--- config.mk ---
export PLATFORM = sky130hd
export DESIGN_NAME = csr_commit_seq
export DESIGN_NICKNAME = d
export VERILOG_FILES = /design/src/rtl/csr_commit_seq_pkg.sv /design/src/rtl/csr_commit_seq.sv
export SDC_FILE = /design/constraint.sdc
export NUM_CORES = 1
export LEC_CHECK = 0
export BUFFER_PORTS_ARGS = -buffer_cell sky130_fd_sc_hd__buf_4
export CAP_MARGIN = 10
export CORE_UTILIZATION = 30
export DETAILED_ROUTE_END_ITERATION = 7
export PLACE_DENSITY = 0.58
export RECOVER_POWER = 100
export SLEW_MARGIN = 0
export SYNTH_ARGS = -nofsm -noshare
export SYNTH_HDL_FRONTEND = slang
export SYNTH_SLANG_ARGS = --single-unit
--- constraint.sdc ---
create_clock -name clk -period 5.15 [get_ports clk]
set_input_delay 0.2575 -clock clk [delete_from_list [all_inputs] [get_ports clk]]
set_output_delay 0.2575 -clock clk [all_outputs]
set_load 0.005 [all_outputs]
--- src/rtl/csr_commit_seq_pkg.sv ---
// rtl/csr_commit_seq_pkg.sv - CSR numbers, field masks and sequencer state encoding
package csr_commit_seq_pkg;

  localparam logic [13:0] CSR_CRMD   = 14'h0;
  localparam logic [13:0] CSR_PRMD   = 14'h1;
  localparam logic [13:0] CSR_ESTAT  = 14'h5;
  localparam logic [13:0] CSR_ERA    = 14'h6;
  localparam logic [13:0] CSR_BADV   = 14'h7;
  localparam logic [13:0] CSR_EENTRY = 14'hC;

  localparam logic [31:0] DEF_PLVIE_MASK = 32'h0000_0007;
  localparam logic [31:0] DEF_ESTAT_MASK = 32'h7FFF_0000;
  localparam logic [31:0] MASK_ALL       = 32'hFFFF_FFFF;

  typedef enum logic [3:0] {
    ST_IDLE         = 4'd0,
    ST_EX_RD_CRMD   = 4'd1,
    ST_EX_WR_PRMD   = 4'd2,
    ST_EX_WR_CRMD   = 4'd3,
    ST_EX_WR_ERA    = 4'd4,
    ST_EX_WR_ESTAT  = 4'd5,
    ST_EX_WR_BADV   = 4'd6,
    ST_EX_RD_EENTRY = 4'd7,
    ST_ER_RD_PRMD   = 4'd8,
    ST_ER_WR_CRMD   = 4'd9,
    ST_ER_RD_ERA    = 4'd10,
    ST_FLUSH        = 4'd11
  } seq_state_t;

endpackage

--- src/rtl/csr_commit_seq.sv ---
// rtl/csr_commit_seq.sv - shares the CSR port between WB accesses and exception/ertn commit sequences
module csr_commit_seq
  import csr_commit_seq_pkg::*;
#(
  parameter logic [31:0] PLVIE_MASK = DEF_PLVIE_MASK,
  parameter logic [31:0] ESTAT_MASK = DEF_ESTAT_MASK
) (
  input  logic        clk,
  input  logic        resetn,
  input  logic        wb_csr_req,
  input  logic [13:0] wb_csr_num,
  input  logic        wb_csr_we,
  input  logic [31:0] wb_csr_wmask,
  input  logic [31:0] wb_csr_wvalue,
  output logic        wb_csr_gnt,
  output logic [31:0] wb_csr_rvalue,
  input  logic        wb_ex,
  input  logic [5:0]  wb_ecode,
  input  logic [8:0]  wb_esubcode,
  input  logic [31:0] wb_ex_pc,
  input  logic [31:0] wb_vaddr,
  input  logic        wb_badv_en,
  input  logic        ertn_req,
  output logic        csr_re,
  output logic [13:0] csr_num,
  input  logic [31:0] csr_rvalue,
  output logic        csr_we,
  output logic [31:0] csr_wmask,
  output logic [31:0] csr_wvalue,
  output logic        busy,
  output logic        flush_valid,
  output logic [31:0] flush_target
);

  seq_state_t  r_state;
  seq_state_t  w_state_nxt;
  logic [5:0]  r_ecode;
  logic [8:0]  r_esubcode;
  logic [31:0] r_pc;
  logic [31:0] r_vaddr;
  logic        r_badv_en;
  logic [31:0] r_mode;
  logic [31:0] r_target;

  always_ff @(posedge clk or negedge resetn) begin
    if (!resetn) begin
      r_state <= ST_IDLE;
    end else begin
      r_state <= w_state_nxt;
    end
  end

  // r_mode holds the PLV/IE field in flight: CRMD->PRMD on exception, PRMD->CRMD on ertn
  always_ff @(posedge clk or negedge resetn) begin
    if (!resetn) begin
      r_ecode    <= '0;
      r_esubcode <= '0;
      r_pc       <= '0;
      r_vaddr    <= '0;
      r_badv_en  <= 1'b0;
      r_mode     <= '0;
      r_target   <= '0;
    end else begin
      case (r_state)
        ST_IDLE: begin
          if (wb_ex) begin
            r_ecode    <= wb_ecode;
            r_esubcode <= wb_esubcode;
            r_pc       <= wb_ex_pc;
            r_vaddr    <= wb_vaddr;
            r_badv_en  <= wb_badv_en;
          end
        end
        ST_EX_RD_CRMD, ST_ER_RD_PRMD: r_mode   <= csr_rvalue & PLVIE_MASK;
        ST_EX_RD_EENTRY, ST_ER_RD_ERA: r_target <= csr_rvalue;
        default: ;
      endcase
    end
  end

  always_comb begin
    w_state_nxt   = r_state;
    csr_re        = 1'b0;
    csr_we        = 1'b0;
    csr_num       = '0;
    csr_wmask     = '0;
    csr_wvalue    = '0;
    wb_csr_gnt    = 1'b0;
    wb_csr_rvalue = '0;
    busy          = 1'b1;
    flush_valid   = 1'b0;
    flush_target  = '0;
    case (r_state)
      ST_IDLE: begin
        busy = 1'b0;
        if (wb_ex) begin
          w_state_nxt = ST_EX_RD_CRMD;
        end else if (ertn_req) begin
          w_state_nxt = ST_ER_RD_PRMD;
        end else if (wb_csr_req) begin
          csr_re        = 1'b1;
          csr_we        = wb_csr_we;
          csr_num       = wb_csr_num;
          csr_wmask     = wb_csr_wmask;
          csr_wvalue    = wb_csr_wvalue;
          wb_csr_gnt    = 1'b1;
          wb_csr_rvalue = csr_rvalue;
        end
      end
      ST_EX_RD_CRMD: begin
        csr_re      = 1'b1;
        csr_num     = CSR_CRMD;
        w_state_nxt = ST_EX_WR_PRMD;
      end
      ST_EX_WR_PRMD: begin
        csr_we      = 1'b1;
        csr_num     = CSR_PRMD;
        csr_wmask   = PLVIE_MASK;
        csr_wvalue  = r_mode;
        w_state_nxt = ST_EX_WR_CRMD;
      end
      ST_EX_WR_CRMD: begin
        csr_we      = 1'b1;
        csr_num     = CSR_CRMD;
        csr_wmask   = PLVIE_MASK;
        w_state_nxt = ST_EX_WR_ERA;
      end
      ST_EX_WR_ERA: begin
        csr_we      = 1'b1;
        csr_num     = CSR_ERA;
        csr_wmask   = MASK_ALL;
        csr_wvalue  = r_pc;
        w_state_nxt = ST_EX_WR_ESTAT;
      end
      ST_EX_WR_ESTAT: begin
        csr_we      = 1'b1;
        csr_num     = CSR_ESTAT;
        csr_wmask   = ESTAT_MASK;
        csr_wvalue  = {1'b0, r_esubcode, r_ecode, 16'b0};
        w_state_nxt = r_badv_en ? ST_EX_WR_BADV : ST_EX_RD_EENTRY;
      end
      ST_EX_WR_BADV: begin
        csr_we      = 1'b1;
        csr_num     = CSR_BADV;
        csr_wmask   = MASK_ALL;
        csr_wvalue  = r_vaddr;
        w_state_nxt = ST_EX_RD_EENTRY;
      end
      ST_EX_RD_EENTRY: begin
        csr_re      = 1'b1;
        csr_num     = CSR_EENTRY;
        w_state_nxt = ST_FLUSH;
      end
      ST_ER_RD_PRMD: begin
        csr_re      = 1'b1;
        csr_num     = CSR_PRMD;
        w_state_nxt = ST_ER_WR_CRMD;
      end
      ST_ER_WR_CRMD: begin
        csr_we      = 1'b1;
        csr_num     = CSR_CRMD;
        csr_wmask   = PLVIE_MASK;
        csr_wvalue  = r_mode;
        w_state_nxt = ST_ER_RD_ERA;
      end
      ST_ER_RD_ERA: begin
        csr_re      = 1'b1;
        csr_num     = CSR_ERA;
        w_state_nxt = ST_FLUSH;
      end
      ST_FLUSH: begin
        flush_valid  = 1'b1;
        flush_target = r_target;
        w_state_nxt  = ST_IDLE;
      end
      default: w_state_nxt = ST_IDLE;
    endcase
  end

endmodule

* Yosys cells after proc, flatten, opt, wreduce, memory -nomap -nowiden *
Index checks and enable logic that the tools add are counted.
Widths: inputs -> output; s select.

word-level totals
  flip-flop bits (word level) = 119
  output and inout bits = 147

operators by class
  equality and inequality tests = 12
  muxes and demuxes = 32
  reductions and logical operators = 11

operator list
  cell                number
  $mux 32             11
  $pmux 32 s5         1
  $pmux 32 s4         1
  $pmux 14 s6         1
  $mux 14             3
  $pmux 4 s10         1
  $eq 4x3->1 const B  4
  $eq 4x4->1 const B  4
  $reduce_or 2->1     6
  $mux 1              10
  $eq 4x2->1 const B  2
  $mux 4              2
  $reduce_or 6->1     1
  $eq 4x1->1 const B  1
  $logic_not 4->1     1
  $pmux 1 s2          2
  $reduce_or 4->1     1
  $ne 3x3->1 const B  1
  $reduce_or 3->1     1
  $reduce_and 2->1    1

* Depth between registers and ports, before layout *
Gate-level depths: netlist of the first run.

  word-level depth = 4
  gate-level depth with buffers = 7
  mapped depth without buffers = 3

* Least setup slack after synthesis of the first run *
No wires, ideal clock.

  path kind = register to output
  from = reg r_state[0]
  to = out csr_wvalue[16]
  arrival = 1.533 ns
  data required time = 4.893 ns
  slack = 3.359 ns
  stages on the path, launching flop included = 7
  cell sequence = dfrtp_1 > buf_2 > nor4_4 > and2_1 > buf_4 > buf_4 > a221o_1

on the way
  word-level cells in the longest chain between the ends = 3
  elaborated cells on any way between the ends = 8

RTL lines
  what                                      RTL line              source
  start: declaration                        csr_commit_seq.sv:35  seq_state_t r_state;
  start signal: assignment                  csr_commit_seq.sv:49  r_state <= w_state_nxt;
  $eq 4x4->1 or $eq 4x2->1 (tied branches)  csr_commit_seq.sv:93  case (r_state)
  $reduce_or 2->1 (no line)                 n/a
  $pmux 32 s5 (*)                           csr_commit_seq.sv:93
  end: declaration                          csr_commit_seq.sv:29  output logic [31:0] csr_wvalue,

Every way passes the cells marked *; elsewhere a longest branch is shown, timed or not.

* Worst setup path after layout of the first run *
  from = reg r_state[1]
  to = out csr_wvalue[23]

Same word-level chain as after synthesis.

==> results of run 1 <==
[worst max-delay path, delay by kind of cell, from the launching register on]
kind / cells / cell delay (ns)
compound gates: 1 / 0.19
simple gates: 2 / 1.56
buf+inv: 2 / 0.44
flops: 1 / 0.92
[per-layer routing]
layer	share of wire [%]	track usage, %	up-vias
met5	0	0	-
met4	1.2	4.406	0
met3	8.4	5.269	17
met2	48	28.57	223
met1	43	20.78	2646
li1	-	-	2568
[state kept, by name (all words and copies together), names as in the netlist]
signal,count
r_mode,3
r_vaddr,32
r_badv_en,1
r_esubcode,9
r_ecode,6
r_pc,32
r_state,4
r_target,32
[stage by stage]
stage	area, um^2	setup WS, ns	utilization, %	hold slack, ns
2_1_floorplan	6723	3.359	-	-0.03809
3_3_place_gp	9413	2.296	43.00	0.08721
3_5_place_dp	9413	2.270	43.00	0.09730
4_1_cts	10020	1.876	45.77	0.05494
5_1_grt	9577	1.017	43.75	0.04560
6_report	9577	1.349	43.75	0.06089
[area by class of cell]
class	instances	share of cell area [%]
flip-flops and latches	119	31.09
clock buffers	20	4.664
inverters	3	0.1176
multi-input cells	355	32.02
clock inverters	12	1.568
repair buffers	354	26.87
well taps	280	3.658
[cell usage after synthesis (4+ instances only)]
cell | number | area, um^2
buf_6 | 11 | 123.9
clkbuf_1 | 21 | 78.83
buf_2 | 9 | 45.04
nor2_1 | 25 | 93.84
and2_1 | 34 | 212.7
a31oi_1 | 4 | 25.02
mux2i_1 | 34 | 340.3
a221o_1 | 18 | 180.2
mux2_4 | 100 | 1501
and3_1 | 42 | 262.8
buf_4 | 7 | 52.55
dfrtp_1 | 119 | 2978
o2bb2ai_1 | 15 | 131.4
a21o_1 | 29 | 217.7
mux2_2 | 12 | 135.1
[path summary, 6_finish.rpt]
kind	startpoint	endpoint	slack (ns)	cells after the start
max reg2reg	r_state[1]$_DFFE_PN0P_	r_esubcode[2]$_DFFE_PN0P_	1.64	5
min reg2reg	r_target[15]$_DFFE_PN0P_	r_target[15]$_DFFE_PN0P_	0.48	1
min in group asynchronous	resetn	r_vaddr[8]$_DFFE_PN0P_	0.35	2
max	r_state[1]$_DFFE_PN0P_	csr_wvalue[23]	1.35	5
min	wb_ex_pc[3]	r_pc[3]$_DFFE_PN0P_	0.06	2
max in group asynchronous	resetn	r_pc[18]$_DFFE_PN0P_	2.79	3
[logic make-up (layout without fill, tap and decap cells)]
family                 count (synthesis)  in the layout  share of synthesized area (%)
multiplexers                         149            149                          29.91
XOR/XNOR                               2              2                         0.2606
buffers and inverters                 53            389                          4.764
AND/OR/NAND/NOR                      122            122                          10.81
flip-flops                           119            119                          44.30
AO/OA/AOI/OAI                         82             82                          9.957
[power by group]
group	internal (mW)	switching (mW)
Sequential	1.41	0.323
Clock	0.773	0.442
Combinational	1.12	0.847
[repair_timing]
item                      in CTS  in global routing
hold endpoints to repair       8                  0
buffers inserted               0                  0
resized for setup              0                  0
hold buffers                   1                  0
==> impl_metrics.toml, run 1 <==
[floorplan]
die_height_um = 151.7
fp.coreArea_um2 = 21890
die_area_um2 = 23010
die_width_um = 151.7
start_util_pct = 30.71
rows = 54
top_level_ports = 343

[setup_path]
crit_chain = "nor4_1 > and2_0 > buf_12 > a221o_1 > clkbuf_4"
worst-setup-path-type = "reg2out"
cp_data_required_time_ns = 4.89
cp_slowest_cell = "and2_0"
worst_path_largest_cell_delay_ns = 1.02
cp_data_arrival_time_ns = 3.54
cp_max_fo = 44
cp-end-kind = "output pin"
startpoint_type = "register"

[place]
port_buffers = 342
gp_congestion = 0.7572
hpwl_um = 15030
dp.cells = 1108

[timing]
max-slew-margin-rel_pct = -9.551
setup_violations = 0
drv_slew = 66
worst_pin_slew_ns = 1.643
rsz0062_at_grt = "no"
timing.final.crit_share_pct = 73.81
finalHoldViolations = 0
period_needed_ns = 3.801
fmax_mhz = 263.1
fin_skew_ns = 0.008978
finalSetupTns_ns = 0

[clock_tree]
h-tree-depth = 4
cts_max_path_buffers = 2
clock-sinks = 119
clk_pin_slew_ns = 0.06
clk_latency_ns = 0.41
numCtsBuffers = 17
root_buffer = "clkbuf_16"
cts_tree = "done"

[cells_and_area]
drive_gt1_share_pct = 44.50
final-seq-area_um2 = 2978
layout.cells.most_common = "buf_4"
stdcell_count = 1143
antenna_cells = 0
nFillCells = 2205
final_cell_mix = "buf_4 (224), dfrtp_1 (119), clkbuf_4 (101)"
multi_input_area_um2 = 3067
nets = 1046
area_delta_synth_final_pct = 42.45

[power_and_ir_drop]
peakVddDrop_uv = 187.5
p_leak_nw = 4.934
power_mw = 4.921
power_density_nw_per_um2 = 513.9

[status]
violations = "max-capacitance violations, max-slew violations"
status = "finished, violations left"

[route]
num_vias = 5454
drc_errors = 0
dr.pass1.iters = 4
wirelength_um = 20270
post_drt_wl_per_cell_um = 17.73
drtAntennaViolNets = 0
viasPerCell = 4.772
drtIter0Drc = 146

[global_routing]
antenna_found_initial = 0
grt_usage_pct = 16.93
first_global_vias = 5350
grt-ovfl-total = 0
grt_pass1_wl_um = 29610
grt_max_degree = 66

[synthesis]
synth_warnings = 0
yosysUniqueCellTypes = 44
synth_seq_cells = 119
synth_top_flop_cell = "dfrtp_1"
synthArstFlopShare_pct = 100.0
synthesis.nets = 723
syn_avg_cell_area_um2 = 12.76
synth_edf_count = 0
ys_seq_area_share_pct = 44.30
synth_cells = 527
synth_area_um2 = 6723

[min_path]
hp-class = "in2reg"

[job]
maxCapViolations = 1
(Power assumes the default switching activity.)
==> run 2: changes to the inputs <==
ABC_AREA = 1   (was not set)
clock period = 4 ns   (was 5.15 ns; I/O delays follow)
==> run 2 against run 1 <==
Count of clock-buffer cells in the layout decreased by 1. Die area down 3.5%. Synthesized area is 3.5% lower. Setup slack worse by 0.74 ns. Register-to-register slack worse by 0.54 ns. Combinational power up 20%. Critical endpoint is now csr_wmask[22]. The run still ends with max-capacitance violations, max-slew violations left. Worst hold slack worse by 0.045 ns. Routed wire length rose by 26%.
==> impl_metrics.toml, run 2 <==
[synthesis]
synth_top_cell_by_area = "dfrtp_1"
ys_top_cells_by_area = "dfrtp_1 (46%), nand2_1 (27%), inv_1 (5.6%)"
synth_top_flop_cell = "dfrtp_1"
synth_area_um2 = 6486
synth_edf_count = 0
yosysUniqueCellTypes = 21
synth_most_common_cell = "nand2_1"
synthArstFlopShare_pct = 100.0
ys_seq_area_share_pct = 45.91
synthesis.nets = 1170
synth_seq_cells = 119
syn_avg_cell_area_um2 = 6.659
synth_warnings = 0
synth_common_cells = "nand2_1 (474), dfrtp_1 (119), inv_1 (96)"
synth_cells = 974
synth.top_cell.area_share_pct = 45.91

[clock_tree]
clock-sinks = 119
clk_latency_ns = 0.41
cts_max_path_buffers = 2
numCtsBuffers = 17
cts_tree = "done"
hold_buffers = 79
post_cts_buffers = 0
cts_resized = 0
h-tree-depth = 4
clk_pin_slew_ns = 0.06
root_buffer = "clkbuf_16"

[min_path]
hp-class = "in2reg"

[power_and_ir_drop]
swShare_pct = 38.57
clkPwrFrac_pct = 25.2
intPower_mw = 3.625
pwr-share-comb_pct = 40.2
peakVddDrop_uv = 311.6
seqPwrFrac_pct = 34.6
switchingPower_mw = 2.276
p_leak_nw = 5.735
power_density_nw_per_um2 = 566.3

[place]
pre_cts_ws_ns = 1.198
port_buffers = 342
hpwl_um = 18310
gp_congestion = 0.8828

[cells_and_area]
drive_gt1_share_pct = 26.30
final_cell_mix = "nand2_1 (476), buf_4 (211), dfrtp_1 (119)"
nets = 1564
antenna_cells = 0
layout.cells.most_common = "nand2_1"
area_delta_synth_final_pct = 60.63
top_regs = "r_pc (32), r_target (32), r_vaddr (32)"

[route]
dr.pass1.iters = 5
post_drt_wl_per_cell_um = 15.44
drtIter0Drc = 261
wirelength_um = 25560
drtAntennaViolNets = 0
viasPerCell = 4.555
drc_errors = 0
num_vias = 7539

[setup_path]
cp_data_required_time_ns = 3.80
cp_max_fo = 39
worst-setup-path-type = "reg2out"
r2r_start = "r_state[2]$_DFFE_PN0P_"
r2r_setup_slack_ns = 1.10
startpoint_type = "register"
cp-end-kind = "output pin"
worstRegToRegCells = 7
critPathLaunch = "r_state[1]$_DFFE_PN0P_"
cp_data_arrival_time_ns = 3.19
r2r_end = "r_target[8]$_DFFE_PN0P_"
critical_path.endpoint = "csr_wmask[22]"

[floorplan]
die_area_um2 = 22210
start_util_pct = 30.76
die_width_um = 149.0
top_level_ports = 343
rows = 53
fp.coreArea_um2 = 21090
die_height_um = 149.0

[status]
violations = "max-capacitance violations, max-slew violations"
status = "finished, violations left"

[timing]
worst_pin_slew_ns = 1.797
finalHoldViolations = 0
fmax_mhz = 295.1
fin_skew_ns = 0.01122
finalSetupTns_ns = 0
max-slew-margin-rel_pct = -19.78
drv_slew = 151
setup_violations = 0
holdWs_ns = 0.01612
layout_setup_ws_ns = 0.6111
rsz0062_at_grt = "no"
timing.final.crit_share_pct = 84.72
period_needed_ns = 3.389

[global_routing]
first_global_vias = 7376
grt_usage_pct = 23.15
antenna_found_initial = 0
grt_pass1_wl_um = 39250
grt_max_degree = 81
grt-ovfl-total = 0

[job]
maxCapViolations = 2
## run 2: changes by cell type after synthesis, moves of 19 or more
| cell | before | now |
|---|---|---|
| a21o_1 | 29 | 0 |
| and2_1 | 34 | 0 |
| and3_1 | 42 | 0 |
| buf_2 | 9 | 28 |
| inv_1 | 3 | 96 |
| mux2_4 | 100 | 0 |
| mux2i_1 | 34 | 0 |
| nand2_1 | 2 | 474 |
| nand3_1 | 3 | 49 |
| nor2_1 | 25 | 81 |
| nor3_1 | 1 | 25 |
| o21ai_1 | 0 | 25 |
## run 2: layout make-up
class,instances,area [um^2]
clock buffers,19,432.9
clock inverters,12,130.1
fillers,2160,10670
inverters,102,382.9
multi-input cells,698,2850
flip-flops and latches,119,2978
well taps,275,344.1
repair buffers,430,3301
## run 2: metal layers
layer	up-vias	track usage (%)	part of all wire, %
met2	267	40.21	50
met3	19	5.474	6.4
met1	3512	28.42	42
li1	3741	-	-
met4	0	6.531	1.3
met5	-	0	0
## run 2: kinds of logic (layout without fill, tap and decap cells)
group	after synthesis	in the layout	share of synthesized area, %
AND/OR/NAND/NOR	655	655	40.47
buffers and inverters	157	563	10.26
AO/OA/AOI/OAI	43	43	3.356
flip-flops	119	119	45.91
## run 2: power by group through the flow
stage                     Sequential (mW)  Combinational [mW]  Clock (mW)
after global placement               2.04                2.41           0
after floorplan                      1.99                1.40           0
final                                2.04                2.37        1.48
after CTS                            2.04                2.52        1.51
after global routing                 2.11                2.70        1.58
after detailed placement             2.05                2.44           0
## run 2: critical path: stages (launching register included)
cell and delay, ns:
dfrtp_1 0.45, nor2_2 0.55, nand2_1 0.24, inv_2 0.48, nand2_1 0.16, inv_2 0.53, nand2_1 0.13, nand2_1 0.09
clkbuf_4 0.14
## run 2: how the worst min path moves through the flow
stage | slack (ns) | depth (start not counted) | end | from
after CTS | 0.0008 | 3 | r_target[17]$_DFFE_PN0P_ | csr_rvalue[17]
after global placement | 0.39 | 1 | r_target[18]$_DFFE_PN0P_ | resetn
after global routing | 0.007 | 3 | r_pc[6]$_DFFE_PN0P_ | wb_ex_pc[6]
final | 0.02 | 3 | r_target[4]$_DFFE_PN0P_ | csr_rvalue[4]
after detailed placement | 0.40 | 1 | r_target[19]$_DFFE_PN0P_ | resetn
after floorplan | -0.1 | 0 | r_badv_en$_DFFE_PN0P_ | resetn
## run 2: per-stage QoR
step	instance area (um^2)	utilization, %	total power [mW]	std cells
floorplan	6486	-	3.388	974
global placement	9210	43.68	4.446	1545
detailed placement	9210	43.68	4.489	1545
CTS	10560	50.09	6.071	1655
global route	10420	49.41	6.388	1655
finish	10420	49.41	5.900	1655
==> run 3: changes to the inputs <==
ABC_AREA = 0   (was 1)
clock period = 3.5 ns   (was 4 ns; I/O delays follow)
==> run 3 against run 2 <==
The flow now finishes without violations. Final area grew 1.9%. Total power increased by 23%. Worst hold slack worse by 0.0040 ns. Critical path type unchanged. Largest cell class unchanged.
==> impl_metrics.toml, run 3 (synthesis results as in run 1) <==
[timing]
fmax_mhz = 327.5
setup_violations = 0
worst_pin_slew_ns = 1.282
finalSetupTns_ns = 0
holdWs_ns = 0.01209
period_needed_ns = 3.054
rsz0062_at_grt = "no"
max-slew-margin-rel_pct = 14.51
layout_setup_ws_ns = 0.4461
timing.final.crit_share_pct = 87.25
finalHoldViolations = 0
drv_slew = 0
fin_skew_ns = 0.008228

[global_routing]
grt_max_degree = 74
grt-ovfl-total = 0
grt_pass1_wl_um = 32060
grt_usage_pct = 18.35
antenna_found_initial = 0
first_global_vias = 5983

[floorplan]
die_width_um = 151.7
die_area_um2 = 23010
die_height_um = 151.7
start_util_pct = 30.71
top_level_ports = 343
fp.coreArea_um2 = 21890
rows = 54

[cells_and_area]
drive_gt1_share_pct = 39.18
final_cell_mix = "buf_4 (222), dfrtp_1 (118), dlygate4sd3_1 (107)"
nets = 1154
area_delta_synth_final_pct = 57.94
utilization_pct = 48.50
top_regs = "r_pc (32), r_target (32), r_vaddr (32)"
antenna_cells = 0
layout.cells.most_common = "buf_4"

[power_and_ir_drop]
p_leak_nw = 5.350
power_density_nw_per_um2 = 683.1
power_mw = 7.253
peakVddDrop_uv = 322.1

[route]
drtIter0Drc = 185
drtAntennaViolNets = 0
dr.pass1.iters = 4
post_drt_wl_per_cell_um = 16.95
drc_errors = 0
num_vias = 5819
viasPerCell = 4.655
wirelength_um = 21190

[min_path]
hp-class = "in2reg"

[setup_path]
worst_path_largest_cell_delay_ns = 0.58
cp_data_required_time_ns = 3.32
cp-end-kind = "output pin"
startpoint_type = "register"
r2r_setup_slack_ns = 0.64
critical_path.top_delay_family = "simple AND/OR/NAND/NOR gates"
critPathLaunch = "r_state[3]$_DFFE_PN0P_"
r2r_end = "r_vaddr[7]$_DFFE_PN0P_"
worstSetupPathDepth = 6
crit_buf_inv = 3
worstRegToRegCells = 4
cp_max_fo = 45
crit_chain = "nor4_4 > clkbuf_1 > and2_2 > buf_12 > a221o_1 > clkbuf_4"
cp_slowest_cell = "dfrtp_1"
critical_path.endpoint = "csr_wvalue[17]"
r2r_start = "r_state[3]$_DFFE_PN0P_"
worst-setup-path-type = "reg2out"
cp_data_arrival_time_ns = 2.88

[place]
pre_cts_ws_ns = 1.028
port_buffers = 342
hpwl_um = 15220
gp_congestion = 0.7325

[clock_tree]
root_buffer = "clkbuf_16"
clock-sinks = 119
clk_pin_slew_ns = 0.05
numCtsBuffers = 17
post_cts_buffers = 0
clk_latency_ns = 0.41
cts_tree = "done"
cts_resized = 0
h-tree-depth = 4
cts_max_path_buffers = 2

[status]
status = "finished clean"

[job]
maxCapViolations = 0
-- run 3: power by group --
group / internal, mW / total, mW / switching, mW / leakage [nW]
combinational: 1.72 / 3.05 / 1.33 / 3.66
clock: 1.04 / 1.68 / 0.640 / 0.271
sequential: 2.08 / 2.52 / 0.443 / 1.42
total: 4.84 / 7.25 / 2.41 / 5.35
-- run 3: metal layers --
layer,part of all wire (%),vias to the layer above,global-route usage (%)
met3,7.2,21,5.150
met1,42,2792,21.60
met4,1.5,0,5.198
met5,0,-,0
li1,-,2781,-
met2,49,225,32.32
-- run 3: how the worst min path moves through the flow --
stage / startpoint / end / slack (ns) / cells after the start
floorplan: resetn / r_badv_en$_DFFE_PN0P_ / -0.12 / 0
global placement: resetn / r_target[10]$_DFFE_PN0P_ / 0.25 / 1
detailed placement: resetn / r_target[11]$_DFFE_PN0P_ / 0.26 / 1
CTS: csr_rvalue[17] / r_target[17]$_DFFE_PN0P_ / 0.004 / 2
global route: csr_rvalue[2] / r_target[2]$_DFFE_PN0P_ / 0.002 / 2
finish: csr_rvalue[17] / r_target[17]$_DFFE_PN0P_ / 0.01 / 2
-- run 3: layout make-up --
class	instances	area [um^2]
fillers	2091	11270
flip-flops and latches	119	2979
well taps	280	350.3
inverters	3	11.26
repair buffers	462	3635
clock inverters	13	133.9
clock buffers	18	429.2
multi-input cells	355	3079
-- run 3: through the flow --
stage                     cells  cell area, um^2
final                      1250            10620
after global routing       1250            10620
after CTS                  1250            11110
after detailed placement   1112             9480
after global placement     1112             9480
after floorplan             527             6723
-- run 3: repair_timing --
action,4_1_cts,5_1_grt
setup endpoints to repair,0,0
hold endpoints to repair,152,0
hold buffers,107,0
